--- config.mk ---
export PLATFORM = sky130hd
export DESIGN_NAME = riscv_i32_fetch_req_bht
export DESIGN_NICKNAME = d
export VERILOG_FILES = /design/src/rtl/riscv_i32_fetch_req_bht.sv
export SDC_FILE = /design/constraint.sdc
export NUM_CORES = 1
export LEC_CHECK = 0
export ABC_AREA = 1
export CAP_MARGIN = 25
export CORE_MARGIN = 2
export CORE_UTILIZATION = 46
export CTS_BUF_LIST = sky130_fd_sc_hd__clkbuf_8 sky130_fd_sc_hd__clkbuf_16
export CTS_CLUSTER_DIAMETER = 150
export DETAILED_ROUTE_END_ITERATION = 6
export PLACE_DENSITY = 0.95
export SYNTH_ARGS = -nofsm -noshare
export SYNTH_HDL_FRONTEND = slang
export SYNTH_SLANG_ARGS = --single-unit
--- constraint.sdc ---
create_clock -name clk -period 5.93 [get_ports clk]
set_input_delay 1.186 -clock clk [delete_from_list [all_inputs] [get_ports clk]]
set_output_delay 1.186 -clock clk [all_outputs]
set_load 0.01 [all_outputs]
--- src/rtl/riscv_i32_fetch_req_bht.sv ---
// -----------------------------------------------------------------------------
// riscv_i32_fetch_req_bht
//
// Instruction-fetch request generator for the i32 pipeline, with a branch
// history table (BHT) of saturating counters for dynamic conditional-branch
// prediction. The BHT is trained by execute-stage resolutions.
//
// Optional feature macro: RISCV_I32_FETCH_REQ_BHT_STATS_EN
//   When defined, two 32-bit statistics counters are added:
//   stat_resolved (resolutions seen in RUN) and stat_mispredicted.
//
// Ports:
//   clk, reset_n                 clock, asynchronous active-low reset
//   bht_flush                    pulse: restart table initialisation
//   fetch_action[2:0]            0 none/flush, 1 idle, 2 restart, 3 next (any), 4 sequential next
//   decode_*                     instruction in decode (pc, op, size, imm sign, target)
//   enable_bp                    branch prediction enable
//   mode[2:0]                    privilege mode (7 = debug)
//   exec_resolve_*               branch resolution from execute (valid, pc, taken)
//   ifetch_req__*                ifetch request bundle
//   bht_ready                    table initialised, predictions live
//   stat_resolved/mispredicted   statistics (only with the macro above)
// -----------------------------------------------------------------------------
module riscv_i32_fetch_req_bht #(
    parameter int unsigned BHT_LOG2      = 4,
    parameter int unsigned CTR_WIDTH     = 2,
    parameter logic [23:0] DEBUG_ADDR_HI = 24'hffffff
) (
    input  logic        clk,
    input  logic        reset_n,
    input  logic        bht_flush,
    input  logic [2:0]  fetch_action,
    input  logic [31:0] decode_pc,
    input  logic [3:0]  decode_op,
    input  logic        decode_is_compressed,
    input  logic        decode_imm_sign,
    input  logic [31:0] decode_branch_target,
    input  logic        enable_bp,
    input  logic [2:0]  mode,
    input  logic        exec_resolve_valid,
    input  logic [31:0] exec_resolve_pc,
    input  logic        exec_branch_taken,
    output logic        ifetch_req__flush_pipeline,
    output logic [2:0]  ifetch_req__req_type,
    output logic        ifetch_req__debug_fetch,
    output logic [31:0] ifetch_req__address,
    output logic [2:0]  ifetch_req__mode,
    output logic        ifetch_req__predicted_branch,
    output logic [31:0] ifetch_req__pc_if_mispredicted,
    output logic        bht_ready
`ifdef RISCV_I32_FETCH_REQ_BHT_STATS_EN
    ,
    output logic [31:0] stat_resolved,
    output logic [31:0] stat_mispredicted
`endif
);

    localparam int unsigned         BHT_ENTRIES = 32'd1 << BHT_LOG2;
    localparam logic [BHT_LOG2-1:0] LAST_IDX    = BHT_LOG2'(BHT_ENTRIES - 32'd1);
    localparam logic [CTR_WIDTH-1:0] CTR_MAX    = {CTR_WIDTH{1'b1}};
    localparam logic [CTR_WIDTH-1:0] CTR_MIN    = {CTR_WIDTH{1'b0}};
    // Weakly not-taken: MSB clear, every lower bit set.
    localparam logic [CTR_WIDTH-1:0] CTR_WEAK_NT =
        CTR_WIDTH'((32'd1 << (CTR_WIDTH - 32'd1)) - 32'd1);

    localparam logic [2:0] REQ_NONE        = 3'd0;
    localparam logic [2:0] REQ_NONSEQ      = 3'd1;
    localparam logic [2:0] REQ_SEQ32       = 3'd2;
    localparam logic [2:0] REQ_NONSEQ_NEXT = 3'd3;
    localparam logic [2:0] REQ_SEQ16       = 3'd6;

    typedef enum logic [0:0] {
        ST_INIT = 1'b0,
        ST_RUN  = 1'b1
    } init_state_t;

    // Saturating increment/decrement of a prediction counter.
    function automatic logic [CTR_WIDTH-1:0] ctr_next(
        input logic [CTR_WIDTH-1:0] ctr,
        input logic                 up
    );
        logic [CTR_WIDTH-1:0] res;
        if (up) begin
            if (ctr == CTR_MAX) res = ctr;
            else                res = ctr + CTR_WIDTH'(1'b1);
        end else begin
            if (ctr == CTR_MIN) res = ctr;
            else                res = ctr - CTR_WIDTH'(1'b1);
        end
        return res;
    endfunction

    init_state_t           state_r;
    init_state_t           state_s;
    logic [BHT_LOG2-1:0]   init_idx_r;
    logic [CTR_WIDTH-1:0]  bht_r [BHT_ENTRIES];

    logic                  bht_we_s;
    logic [BHT_LOG2-1:0]   bht_widx_s;
    logic [CTR_WIDTH-1:0]  bht_wdata_s;
    logic [BHT_LOG2-1:0]   resolve_idx_s;
    logic [CTR_WIDTH-1:0]  resolve_ctr_s;
    logic [BHT_LOG2-1:0]   lookup_idx_s;
    logic                  lookup_msb_s;

    logic [31:0]           pc_plus_inst_s;
    logic                  taken_s;
    logic [31:0]           next_pc_s;
    logic [31:0]           pc_if_mispredicted_s;
    logic                  flush_s;
    logic [2:0]            req_type_s;
    logic [31:0]           address_s;
    logic                  debug_s;
    logic                  ready_s;
    logic                  unused_s;

    assign unused_s = ^{exec_resolve_pc[31:BHT_LOG2+1], exec_resolve_pc[0]};

    // Init FSM state register.
    always_ff @(posedge clk or negedge reset_n) begin
        if (!reset_n) begin
            state_r <= ST_INIT;
        end else begin
            state_r <= state_s;
        end
    end

    // Init FSM next state: flush always restarts, INIT ends after the last entry.
    always_comb begin
        state_s = state_r;
        if (bht_flush) begin
            state_s = ST_INIT;
        end else begin
            case (state_r)
                ST_INIT: begin
                    if (init_idx_r == LAST_IDX) state_s = ST_RUN;
                    else                        state_s = ST_INIT;
                end
                ST_RUN:  state_s = ST_RUN;
                default: state_s = ST_INIT;
            endcase
        end
    end

    // Init FSM outputs: predictions are live only in RUN.
    always_comb begin
        ready_s = 1'b0;
        case (state_r)
            ST_RUN:  ready_s = 1'b1;
            ST_INIT: ready_s = 1'b0;
            default: ready_s = 1'b0;
        endcase
    end

    assign bht_ready = ready_s;

    // Init index counter: walks the table during INIT, cleared on flush.
    always_ff @(posedge clk or negedge reset_n) begin
        if (!reset_n) begin
            init_idx_r <= {BHT_LOG2{1'b0}};
        end else if (bht_flush) begin
            init_idx_r <= {BHT_LOG2{1'b0}};
        end else if (state_r == ST_INIT) begin
            init_idx_r <= init_idx_r + BHT_LOG2'(1'b1);
        end else begin
            init_idx_r <= {BHT_LOG2{1'b0}};
        end
    end

    // Table write port: init fill in INIT, resolution training in RUN.
    always_comb begin
        bht_we_s      = 1'b0;
        bht_widx_s    = {BHT_LOG2{1'b0}};
        bht_wdata_s   = CTR_WEAK_NT;
        resolve_idx_s = exec_resolve_pc[BHT_LOG2:1];
        resolve_ctr_s = bht_r[resolve_idx_s];
        if (bht_flush) begin
            bht_we_s = 1'b0;
        end else if (state_r == ST_INIT) begin
            bht_we_s    = 1'b1;
            bht_widx_s  = init_idx_r;
            bht_wdata_s = CTR_WEAK_NT;
        end else if (exec_resolve_valid) begin
            bht_we_s    = 1'b1;
            bht_widx_s  = resolve_idx_s;
            bht_wdata_s = ctr_next(resolve_ctr_s, exec_branch_taken);
        end else begin
            bht_we_s = 1'b0;
        end
    end

    // Counter storage; contents are meaningless until INIT has filled it.
    always_ff @(posedge clk) begin
        if (bht_we_s) begin
            bht_r[bht_widx_s] <= bht_wdata_s;
        end
    end

    // Direction prediction; the lookup sees the counter before this cycle's update.
    always_comb begin
        lookup_idx_s   = decode_pc[BHT_LOG2:1];
        lookup_msb_s   = bht_r[lookup_idx_s][CTR_WIDTH-1];
        pc_plus_inst_s = decode_pc + (decode_is_compressed ? 32'd2 : 32'd4);
        taken_s        = 1'b0;
        if (enable_bp) begin
            case (decode_op)
                4'd0: begin
                    // Before the table is ready, fall back to backward-taken.
                    if (state_r == ST_RUN) taken_s = lookup_msb_s;
                    else                   taken_s = decode_imm_sign;
                end
                4'd1:    taken_s = 1'b1;
                default: taken_s = 1'b0;
            endcase
        end else begin
            taken_s = 1'b0;
        end
        if (taken_s) begin
            next_pc_s            = decode_branch_target;
            pc_if_mispredicted_s = pc_plus_inst_s;
        end else begin
            next_pc_s            = pc_plus_inst_s;
            pc_if_mispredicted_s = decode_branch_target;
        end
    end

    // Fetch request decode with debug-fetch override.
    always_comb begin
        flush_s    = 1'b1;
        req_type_s = REQ_NONE;
        address_s  = 32'd0;
        debug_s    = 1'b0;
        case (fetch_action)
            3'd1: begin
                flush_s    = 1'b0;
                req_type_s = REQ_NONE;
                address_s  = 32'd0;
            end
            3'd2: begin
                flush_s    = 1'b1;
                req_type_s = REQ_NONSEQ;
                address_s  = decode_pc;
            end
            3'd3: begin
                flush_s    = 1'b0;
                req_type_s = REQ_NONSEQ_NEXT;
                address_s  = next_pc_s;
            end
            3'd4: begin
                flush_s   = 1'b0;
                address_s = next_pc_s;
                if (taken_s)                   req_type_s = REQ_NONSEQ;
                else if (decode_is_compressed) req_type_s = REQ_SEQ16;
                else                           req_type_s = REQ_SEQ32;
            end
            default: begin
                flush_s    = 1'b1;
                req_type_s = REQ_NONE;
                address_s  = 32'd0;
            end
        endcase
        if ((mode == 3'd7) && (fetch_action != 3'd0) && (fetch_action != 3'd1) &&
            (address_s[31:8] == DEBUG_ADDR_HI)) begin
            req_type_s = REQ_NONE;
            debug_s    = 1'b1;
        end else begin
            debug_s = 1'b0;
        end
    end

    assign ifetch_req__flush_pipeline     = flush_s;
    assign ifetch_req__req_type           = req_type_s;
    assign ifetch_req__debug_fetch        = debug_s;
    assign ifetch_req__address            = address_s;
    assign ifetch_req__mode               = 3'd0;
    assign ifetch_req__predicted_branch   = taken_s;
    assign ifetch_req__pc_if_mispredicted = pc_if_mispredicted_s;

`ifdef RISCV_I32_FETCH_REQ_BHT_STATS_EN
    logic        stat_count_s;
    logic        stat_miss_s;
    logic [31:0] stat_resolved_r;
    logic [31:0] stat_mispredicted_r;

    assign stat_count_s = exec_resolve_valid & (state_r == ST_RUN);
    assign stat_miss_s  = stat_count_s & (exec_branch_taken != resolve_ctr_s[CTR_WIDTH-1]);

    // Statistics counters, wrapping at 2^32 and cleared by flush.
    always_ff @(posedge clk or negedge reset_n) begin
        if (!reset_n) begin
            stat_resolved_r     <= 32'd0;
            stat_mispredicted_r <= 32'd0;
        end else if (bht_flush) begin
            stat_resolved_r     <= 32'd0;
            stat_mispredicted_r <= 32'd0;
        end else begin
            stat_resolved_r     <= stat_resolved_r + {31'd0, stat_count_s};
            stat_mispredicted_r <= stat_mispredicted_r + {31'd0, stat_miss_s};
        end
    end

    assign stat_resolved     = stat_resolved_r;
    assign stat_mispredicted = stat_mispredicted_r;
`endif

endmodule

==> reports/qor.csv <==
stage,metric,value,unit
clock_tree,clk_latency,0.29,ns
global_routing,track_usage,0.269,
detailed_routing,vias_per_cell,5.49,
clock_tree,ctsRootBufferMaster,clkbuf_8,
pwr,power.leakage,0.00248,uW
flow_run,max_cap_violations,0,
pwr,power,763,uW
placement,place_hpwl,11.0,mm
worst_setup_path,critPathLaunchType,input port,
clock_tree,cts_buffers,5,
min_path,hold_class,register to register,
worst_setup_path,crit_path_end_kind,output port,
detailed_routing,postRouteAntennaNets,0,
synthesis,synth_common_cells,"nand2_1 (204), nand3_1 (66), inv_1 (63)",
finish,nNetsFinal,919,
clock_tree,cts.clk_slew.worst_paths,0.07,ns
synthesis,ys_seq_elements,37,
sta,max_freq,0.176,GHz
sta,slew_viol_final,0,
global_routing,antenna_found_initial,0,
detailed_routing,drtIter0Drc,436,
synthesis,yosysUniqueCellTypes,48,
sta,worstMarginPinSlew,1.06,ns
worst_setup_path,crit_buf_inv,3,
sta,fin_worst_skew,0.0129,ns
sta,setup_violations,0,
worst_setup_path,critPathMaxStageDelay,0.50,ns
clock_tree,cts_hold_buf,0,
clock_tree,cts_tree,built,
worst_setup_path,slowest_stage,clkdlybuf4s50_1,
detailed_routing,wl_met3,1.31,mm
finish,diodes,0,
die,die_width,99.0,um
synthesis,seq_area_frac_synth,0.262,
detailed_routing,wl_per_cell,15.0,um
detailed_routing,vias,4993,
sta,hold_viol_final,0,
synthesis,synth-main-ff-cell,edfxtp_1,
worst_setup_path,arrival,4.50,ns
die,core,0.00872,mm^2
synthesis,synth_warnings,0,
die,num_rows,34,
synthesis,ys_async_sr_fraction,0.135,
detailed_routing,first_pass_iters,5,
sta,rsz0062_at_grt,false,
worst_setup_path,required,4.74,ns
finish,drive_gt1_frac,0.0723,
sta,fin_crit,5.69,ns
global_routing,grt_pass1_vias,4537,
pwr,ir_drop,0.206,mV
synthesis,synth.largest_area_cell,edfxtp_1,
detailed_routing,wl,13.7,mm
worst_setup_path,crit_fanout,3,
synthesis,avgSynthCellArea,6.35,um^2
clock_tree,clkSinkCount,37,
worst_setup_path,path_delay_family,simple AND/OR/NAND/NOR gates,
synthesis,synthCells,653,
clock_tree,htreeDepth,2,
synthesis,yosysMostFrequentCell,nand2_1,
finish,syn2layout_area_growth,41.5,%
detailed_routing,wl_met2,6.47,mm
detailed_routing,drt-met1-wl,5.45,mm
sta,tns,0,ns
worst_setup_path,path_class,input port to output port,
status,status,completed,
die,fp.dieH,99.0,um
detailed_routing,drcViolationCount,0,
worst_setup_path,path_cells,clkdlybuf4s50_1 -> ha_1 -> inv_1 -> fa_1 -> nor2_4 -> nand2_1 -> nor3_2 -> nand2_1 -> xor2_1 -> nand2_1 -> nand3_1 -> nand2_1 -> nand2_1 -> nor2_2 -> nand2_1 -> nor2_2 -> a21oi_1 -> clkdlybuf4s50_1,
synthesis,synth_top_area_share,0.232,
synthesis,synth_area_leaders,"edfxtp_1 (23%), nand2_1 (18%), nand3_1 (8.0%), o21ai_0 (6.8%), inv_1 (5.7%)",
pwr,power_density,130,mW/mm^2
placement,io_buffers,156,
clock_tree,post_cts_buffers,0,
worst_setup_path,crit_path_frequent_cell,nand2_1,
clock_tree,ctsResizeCount,0,
synthesis,netlist_area,0.00415,mm^2
die,initial_utilization,0.476,
sta,finalCritPeriodShare,0.959,
sta,slew_headroom,0.296,
global_routing,grt.overflow.total,0,
die,die_area,0.00980,mm^2
global_routing,grt_first_pass_wirelength,21.7,mm
clock_tree,clk_path_buf_depth,2,
die,ioPinCount,188,
synthesis,synth_edf_count,32,
detailed_routing,maxUsedRoutingLayer,met4,
global_routing,grt_max_degree,62,
placement,place_congestion,1.00,
## cell families (layout without fill, tap and decap cells)
family,count (synthesis),in the layout,share of synthesized area
xor+xnor,22,22,0.0464
buf+inv,96,243,0.102
simple gates,395,395,0.442
flops,37,37,0.262
fa+ha+maj,4,4,0.0139
compound gates,98,98,0.132
other cells,1,3,0.000904
## layout make-up
type / count / area (um^2)
clock buffer: 5 / 68.8
clock inverter: 3 / 17.5
fill: 716 / 2850
inverter: 67 / 254
multi-input combinational: 522 / 2650
sequential: 37 / 1090
tap: 108 / 135
timing repair buffer: 168 / 1660
## worst reg2reg max path, cell delays in order (launching register included)
cell	delay [ns]
dfrtp_1	0.44
inv_1	0.15
nor3_1	0.12
a21boi_0	0.33
nand2_1	0.19
a2111oi_0	0.74
## sequential cells by signal (all words and copies together) (netlist names)
name / flops
init_idx_r: 4
state_r: 1
bht_r: 32
## where the power goes
part	total, uW	leakage (uW)	switching [uW]	internal, uW
Sequential	285	0.000380	2.06	283
Combinational	310	0.00206	157	153
Clock	168	0.0000455	86.9	81.0
Total	763	0.00248	246	517
## cell usage in the layout, fill, tap and decap left out, types with 7 or more instances in the layout
cell / n
clkdlybuf4s50_1: 156
o22ai_1: 7
nand4_1: 8
nor2_1: 59
xnor2_1: 8
nand2_1: 204
xor2_1: 14
nand3_1: 66
edfxtp_1: 32
inv_1: 63
nand3b_1: 13
buf_4: 11
o21ai_0: 56
nand2_2: 9
a21oi_1: 19
## layer usage
metal | GRT usage | up-vias
li1 | - | 2449
met1 | 0.355 | 2203
met2 | 0.451 | 302
met3 | 0.0340 | 39
met4 | 0.105 | 0
met5 | 0 | -
## through the flow
stage | util | worst slack (ns) | cells | instance area [um^2] | hold WS (ns)
after floorplan | - | 1.53 | 655 | 4160 | 0.450
after global placement | 0.663 | 0.275 | 902 | 5790 | 0.471
after detailed placement | 0.663 | 0.262 | 902 | 5790 | 0.485
after CTS | 0.673 | 0.252 | 910 | 5870 | 0.494
after global routing | 0.673 | 0.0188 | 910 | 5870 | 0.522
final | 0.673 | 0.244 | 910 | 5870 | 0.490
## worst paths after layout
check                              startpoint                      end  slack [ns]  cells past startpoint
max in group asynchronous             reset_n                  state_r        4.64                      1
worst min register to register  init_idx_r[0]            init_idx_r[0]        0.49                      1
min in group asynchronous             reset_n            init_idx_r[2]        1.11                      1
worst min-delay path            init_idx_r[0]            init_idx_r[0]        0.49                      1
worst max register to register        state_r              bht_r[0][0]        3.58                      5
worst max-delay path             decode_pc[1]  ifetch_req__req_type[1]        0.24                     18
No activity file was read; power rests on OpenSTA's default activity.
